[config.mk]
export PLATFORM = sky130hd
export DESIGN_NAME = flt2int_iter_flat
export DESIGN_NICKNAME = d
export VERILOG_FILES = /design/src/rtl/flt2int_iter_if.sv /design/src/rtl/flt2int_iter.sv /design/src/flat_wrapper.sv
export SDC_FILE = /design/constraint.sdc
export NUM_CORES = 1
export LEC_CHECK = 0
export ABC_AREA = 0
export BUFFER_PORTS_ARGS = -buffer_cell sky130_fd_sc_hd__buf_4
export CORE_MARGIN = 10
export CORE_UTILIZATION = 58
export CTS_BUF_LIST = sky130_fd_sc_hd__clkbuf_8 sky130_fd_sc_hd__clkbuf_16
export DETAILED_ROUTE_END_ITERATION = 8
export PLACE_DENSITY = 0.9
export SYNTH_ARGS = -nofsm -noshare
export SYNTH_HDL_FRONTEND = slang
export SYNTH_SLANG_ARGS = --single-unit
[constraint.sdc]
create_clock -name clk -period 2.8 [get_ports clk]
set_input_delay 0.28 -clock clk [delete_from_list [all_inputs] [get_ports clk]]
set_output_delay 0.28 -clock clk [all_outputs]
set_load 0.02 [all_outputs]
[src/rtl/flt2int_iter_if.sv]
// Start/done handshake bundle between the core datapath and the float-to-int converter.
interface flt2int_iter_if #(
    parameter int EXP_W = 5,
    parameter int MAN_W = 10,
    parameter int INT_W = 16
);
    logic                   start;
    logic [EXP_W+MAN_W:0]   flt_in;
    logic                   rnd_mode;
    logic [INT_W-1:0]       int_out;
    logic                   sat;
    logic                   inexact;
    logic                   busy;
    logic                   done;

    modport master (
        output start, flt_in, rnd_mode,
        input  int_out, sat, inexact, busy, done
    );

    modport slave (
        input  start, flt_in, rnd_mode,
        output int_out, sat, inexact, busy, done
    );
endinterface

[src/rtl/flt2int_iter.sv]
// Iterative float-to-integer converter: decode, shift left one bit per cycle,
// then round (truncate or RNE), saturate and apply the sign.
module flt2int_iter #(
    parameter int EXP_W    = 5,
    parameter int MAN_W    = 10,
    parameter int INT_W    = 16,
    parameter int BIAS     = 2**(EXP_W-1)-1,
    parameter bit ROUND_EN = 1'b0
) (
    input  logic          clk,
    input  logic          reset,
    flt2int_iter_if.slave bus
);
    localparam int ACC_W = INT_W + MAN_W;
    localparam int CNT_W = $clog2(INT_W);
    localparam int E_W   = ((EXP_W > CNT_W) ? EXP_W : CNT_W) + 2;

    localparam logic [INT_W-1:0] INT_MAX = {1'b0, {(INT_W-1){1'b1}}};
    localparam logic [INT_W-1:0] INT_MIN = {1'b1, {(INT_W-1){1'b0}}};
    localparam logic [INT_W:0]   MAG_LIM = {2'b01, {(INT_W-1){1'b0}}};

    typedef enum logic [2:0] {
        S_IDLE,
        S_DECODE,
        S_SHIFT,
        S_FIN,
        S_DONE
    } state_t;

    state_t             r_state;
    logic               r_sign;
    logic [EXP_W-1:0]   r_exp;
    logic [MAN_W-1:0]   r_frac;
    logic               r_rne;
    logic [ACC_W-1:0]   r_acc;
    logic               r_sticky;
    logic               r_trap;
    logic [CNT_W-1:0]   r_cnt;
    logic [INT_W-1:0]   r_int_out;
    logic               r_sat;
    logic               r_inexact;
    logic               r_busy;
    logic               r_done;

    logic [MAN_W:0]     w_sig;
    logic signed [E_W-1:0] w_e;
    logic               w_trap;
    logic [CNT_W-1:0]   w_k;
    logic [ACC_W-1:0]   w_acc_dec;
    logic               w_sticky_dec;
    logic [INT_W-1:0]   w_mag;
    logic               w_guard;
    logic               w_stk;
    logic               w_inc;
    logic [INT_W:0]     w_mag_rnd;
    logic [INT_W-1:0]   w_res;
    logic               w_sat;
    logic               w_inx;

    // Unbiased exponent; the hidden bit is present for every non-zero exponent field.
    assign w_sig  = {|r_exp, r_frac};
    assign w_e    = $signed(E_W'(r_exp)) - $signed(E_W'(BIAS));
    assign w_trap = (&r_exp) | (w_e >= $signed(E_W'(INT_W-1)));
    assign w_k    = (!w_e[E_W-1] && (w_e <= $signed(E_W'(INT_W-2)))) ? w_e[CNT_W-1:0] : '0;

    // NOTE: every signal assigned in always_comb gets a default first so no latch is inferred.
    always_comb begin
        w_acc_dec    = ACC_W'(w_sig);
        w_sticky_dec = 1'b0;
        if (w_e == '1) begin
            w_acc_dec    = ACC_W'(w_sig) >> 1;
            w_sticky_dec = w_sig[0];
        end else if (w_e[E_W-1]) begin
            w_acc_dec    = '0;
            w_sticky_dec = |w_sig;
        end
    end

    assign w_mag     = r_acc[ACC_W-1:MAN_W];
    assign w_guard   = r_acc[MAN_W-1];
    assign w_stk     = (|r_acc[MAN_W-2:0]) | r_sticky;
    assign w_inc     = r_rne & w_guard & (w_stk | w_mag[0]);
    assign w_mag_rnd = {1'b0, w_mag} + (INT_W+1)'(w_inc);

    always_comb begin
        w_res = w_mag_rnd[INT_W-1:0];
        w_sat = 1'b0;
        w_inx = w_guard | w_stk;
        if (r_trap) begin
            w_res = r_sign ? INT_MIN : INT_MAX;
            w_sat = 1'b1;
            w_inx = 1'b0;
        end else if (r_sign) begin
            // A magnitude of exactly 2**(INT_W-1) negates onto INT_MIN without clamping.
            w_res = -w_mag_rnd[INT_W-1:0];
        end else if (w_mag_rnd >= MAG_LIM) begin
            w_res = INT_MAX;
            w_sat = 1'b1;
        end
    end

    // NOTE: sequential state uses non-blocking assignments so every register samples pre-edge values.
    always_ff @(posedge clk or posedge reset) begin
        if (reset) begin
            r_state   <= S_IDLE;
            r_sign    <= 1'b0;
            r_exp     <= '0;
            r_frac    <= '0;
            r_rne     <= 1'b0;
            r_acc     <= '0;
            r_sticky  <= 1'b0;
            r_trap    <= 1'b0;
            r_cnt     <= '0;
            r_int_out <= '0;
            r_sat     <= 1'b0;
            r_inexact <= 1'b0;
            r_busy    <= 1'b0;
            r_done    <= 1'b0;
        end else begin
            case (r_state)
                S_IDLE, S_DONE: begin
                    if (bus.start) begin
                        r_sign  <= bus.flt_in[EXP_W+MAN_W];
                        r_exp   <= bus.flt_in[EXP_W+MAN_W-1:MAN_W];
                        r_frac  <= bus.flt_in[MAN_W-1:0];
                        r_rne   <= ROUND_EN & bus.rnd_mode;
                        r_busy  <= 1'b1;
                        r_done  <= 1'b0;
                        r_state <= S_DECODE;
                    end
                end
                S_DECODE: begin
                    r_acc    <= w_acc_dec;
                    r_sticky <= w_sticky_dec;
                    r_trap   <= w_trap;
                    r_cnt    <= w_k;
                    r_state  <= (w_k != '0) ? S_SHIFT : S_FIN;
                end
                S_SHIFT: begin
                    r_acc <= r_acc << 1;
                    r_cnt <= r_cnt - CNT_W'(1);
                    if (r_cnt == CNT_W'(1)) begin
                        r_state <= S_FIN;
                    end
                end
                S_FIN: begin
                    r_int_out <= w_res;
                    r_sat     <= w_sat;
                    r_inexact <= w_inx;
                    r_busy    <= 1'b0;
                    r_done    <= 1'b1;
                    r_state   <= S_DONE;
                end
                default: r_state <= S_IDLE;
            endcase
        end
    end

    assign bus.int_out = r_int_out;
    assign bus.sat     = r_sat;
    assign bus.inexact = r_inexact;
    assign bus.busy    = r_busy;
    assign bus.done    = r_done;
endmodule
[src/flat_wrapper.sv]
// flat-port wrapper written by rule: the top's interface ports become plain ports
module flt2int_iter_flat 
#(
    parameter int EXP_W    = 5,
    parameter int MAN_W    = 10,
    parameter int INT_W    = 16,
    parameter int BIAS     = 2**(EXP_W-1)-1,
    parameter bit ROUND_EN = 1'b0
)
  (clk, reset, bus_start, bus_flt_in, bus_rnd_mode, bus_int_out, bus_sat, bus_inexact, bus_busy, bus_done);
  flt2int_iter_if #(.EXP_W(EXP_W), .MAN_W(MAN_W), .INT_W(INT_W)) bus_i ();
  input  logic clk;
  input  logic reset;
  input wire logic [$bits(bus_i.start)-1:0] bus_start;
  input wire logic [$bits(bus_i.flt_in)-1:0] bus_flt_in;
  input wire logic [$bits(bus_i.rnd_mode)-1:0] bus_rnd_mode;
  output wire logic [$bits(bus_i.int_out)-1:0] bus_int_out;
  output wire logic [$bits(bus_i.sat)-1:0] bus_sat;
  output wire logic [$bits(bus_i.inexact)-1:0] bus_inexact;
  output wire logic [$bits(bus_i.busy)-1:0] bus_busy;
  output wire logic [$bits(bus_i.done)-1:0] bus_done;
  assign bus_i.start = bus_start;
  assign bus_i.flt_in = bus_flt_in;
  assign bus_i.rnd_mode = bus_rnd_mode;
  assign bus_int_out = bus_i.int_out;
  assign bus_sat = bus_i.sat;
  assign bus_inexact = bus_i.inexact;
  assign bus_busy = bus_i.busy;
  assign bus_done = bus_i.done;
  flt2int_iter #(.EXP_W(EXP_W), .MAN_W(MAN_W), .INT_W(INT_W), .BIAS(BIAS), .ROUND_EN(ROUND_EN)) u_core (.clk(clk), .reset(reset), .bus(bus_i));
endmodule
==> results.yml <==
status:
  status: "finished, final reports clean"
critical_path:
  startpoint: "u_core.r_exp[0]"
  worstSetupPathType: "flip-flop to flip-flop"
  start_kind: "flip-flop"
  critPathRequiredTime_ns: 3.03
  r2r_cells: 7
  worstPathArrival_ns: 2.54
  end_kind: "flip-flop"
  ff2ff_setup_slack_ns: 0.49
  path_max_fanout: 8
  r2r_start: "u_core.r_exp[0]"
  reg2reg_to: "u_core.r_cnt[2]"
synthesis:
  synth_fp_nets: 396
  ys.flop_type: "dfrtp_1"
  yosysMostFrequentCell: "dfrtp_1"
  synth_edf_count: 0
  ys_seq_elements: 71
  syn_area_um2: 3610
  synthTopCellsByCount: "71 x dfrtp_1, 36 x o21ai_0, 32 x nand2_1"
  ys_warn_count: 0
  synthArstFlopShare_pct: 100
  ys_top_cells_by_area: "dfrtp_1 49%, o21ai_0 5.0%, a21oi_1 4.2%"
  synthCells: 368
  yosysTopAreaCellShare_pct: 49.2
  ys_types: 53
  synth.yosys.seq_area_share_pct: 49.2
  avgSynthCellArea_um2: 9.81
  yosysTopAreaCell: "dfrtp_1"
detailed_routing:
  finalWirelength_um: 8080
  viasPerCell: 6.18
  num_vias: 2968
  first_iter_violations: 159
  drc: 0
  drt-pass1-iter-count: 4
  postRouteAntennaNets: 0
  wl_per_cell_um: 16.8
sta:
  finalCritPeriodShare_pct: 82.4
  final-setup-viol-count: 0
  tightestPinTransition_ns: 0.481
  setup_slack_ns: 0.493
  layout_min_cycle_time_ns: 2.31
  hold_viol: 0
  fin_worst_skew_ns: 0.00777
  relSlewSlack_pct: 67.9
  grt_setup_unrepaired: "no"
  finalSetupTns_ns: 0
  fmax_mhz: 433
  drv_slew: 0
die:
  initial_utilization_pct: 60.3
  fp.dieH_um: 98.9
  core_region_area_um2: 5990
  dieArea_um2: 9780
  die_w_um: 98.9
  io-pin-count: 40
  rows: 28
clock_network:
  h-tree-depth: 3
  clk_pin_slew_ns: 0.07
  clk_latency_ns: 0.35
  cts_buffers: 9
  clockBufferDepth: 2
  cts_tree: "built"
  post-cts-setup-buffers: 0
  clkSinkCount: 71
  cts_root_buffer: "clkbuf_8"
power_and_ir_drop:
  p_leak_nw: 1.93
  power_density_nw_per_um2: 1300
  ir_worst_vdd_mv: 0.655
finish:
  antenna_cells: 0
  n_fill_cell: 468
  stdcell_area_um2: 4200
  fin_nets: 428
  drive_above_1_share_pct: 21.2
  area_growth_pct: 16.4
  final_cells: 480
global_route:
  grt_first_pass_wirelength_um: 14000
  first_global_vias: 2939
  grt_max_degree: 35
  grt_overflow: 0
  grt_use_met2_pct: 28.2
  grt_use_total_pct: 17.1
  grt_most_used_layer: "met2"
  grt_use_met1_pct: 20.1
  antenna_found_initial: 0
  use_met3_pct: 4.47
place:
  dp_cells: 463
  port_buffers: 38
  gp_congestion: 0.937
  placed_cell_area_um2: 3970
  pre_cts_ws_ns: 0.475
  hpwlAfterDp_um: 5640
hold_path:
  hp-start: "bus_flt_in[15]"
  hold_class: "input port to flip-flop"
  whs_path_depth: 3
  hold_end: "u_core.r_sign"
job:
  drv_cap: 0
## state kept, by name, indices dropped and copies added (netlist names), 3 cells and up
register,cells
u_core.bus.int_out,16
u_core.r_acc,26
u_core.r_cnt,4
u_core.r_exp,5
u_core.r_frac,10
u_core.r_state,3
## placed cells by master (no fill, tap or decap), drive strengths merged, types with 8 or more instances in the layout
cell type,instances
nor2,21
mux2,13
buf,48
a21oi,30
ha,8
o21ai,37
a221oi,8
a22o,13
nand2,32
dfrtp,71
clkbuf,10
inv,14
## worst max-delay path, cell delays in order (launching register included)
cell and delay [ns]:
dfrtp_1 0.47, ha_1 0.30, and3_1 0.20, ha_1 0.30, a21boi_0 0.20, o41a_1 0.20
nand3_1 0.16, o311ai_0 0.36
## what timing repair did
| action | CTS | global route |
|---|---|---|
| endpoints found under the setup margin | 0 | 0 |
| hold buffers | 1 | 0 |
| resized for setup | 0 | 0 |
| endpoints found under the hold margin | 15 | 0 |
## per-layer routing
| metal | vias to the layer above | share of wire [%] |
|---|---|---|
| met5 | - | 0 |
| li1 | 1419 | - |
| met4 | 0 | 2.0 |
| met1 | 1429 | 41 |
| met3 | 23 | 6.7 |
| met2 | 97 | 50 |
## worst max path at each step
stage | to | slack (ns) | depth (start not counted)
global route | u_core.r_cnt[2] | 0.31 | 7
global placement | u_core.r_cnt[2] | 0.61 | 7
detailed placement | u_core.r_cnt[2] | 0.47 | 7
CTS | u_core.r_cnt[2] | 0.49 | 7
floorplan | u_core.r_sticky | 0.57 | 9
finish | u_core.r_cnt[2] | 0.49 | 7
## layout make-up
type	instances	area (um2)	area share (%)
inverters	14	52.6	1.25
clock buffers	10	138	3.28
well taps	75	93.8	2.23
repair buffers	49	370	8.82
clock inverters	6	83.8	2.00
flip-flops and latches	71	1780	42.3
multi-input cells	255	1690	40.1
## report_power, final
| part | switching, mW | leakage [nW] | total [mW] | internal, mW |
|---|---|---|---|---|
| clock | 0.381 | 0.116 | 0.903 | 0.522 |
| sequential | 0.449 | 0.899 | 1.89 | 1.44 |
| combinational | 1.49 | 0.912 | 2.66 | 1.17 |
| total | 2.32 | 1.93 | 5.45 | 3.13 |
## per-stage QoR
| step | hold WS (ns) | power, mW | utilization (%) |
|---|---|---|---|
| after detailed placement | 0.273 | 4.54 | 66.2 |
| after global routing | 0.157 | 5.91 | 70.1 |
| after floorplan | 0.397 | 3.79 | - |
| final | 0.138 | 5.45 | 70.1 |
| after CTS | 0.128 | 5.48 | 70.1 |
| after global placement | 0.267 | 4.41 | 66.2 |
## kinds of logic after synthesis
group,after synthesis,synth area share [%]
fa+ha+maj,8,2.77
buf+inv,42,4.37
compound gates,124,22.1
flops,71,49.2
xor+xnor,12,2.91
mux,15,4.61
simple gates,96,14.0
(Power assumes the default switching activity.)
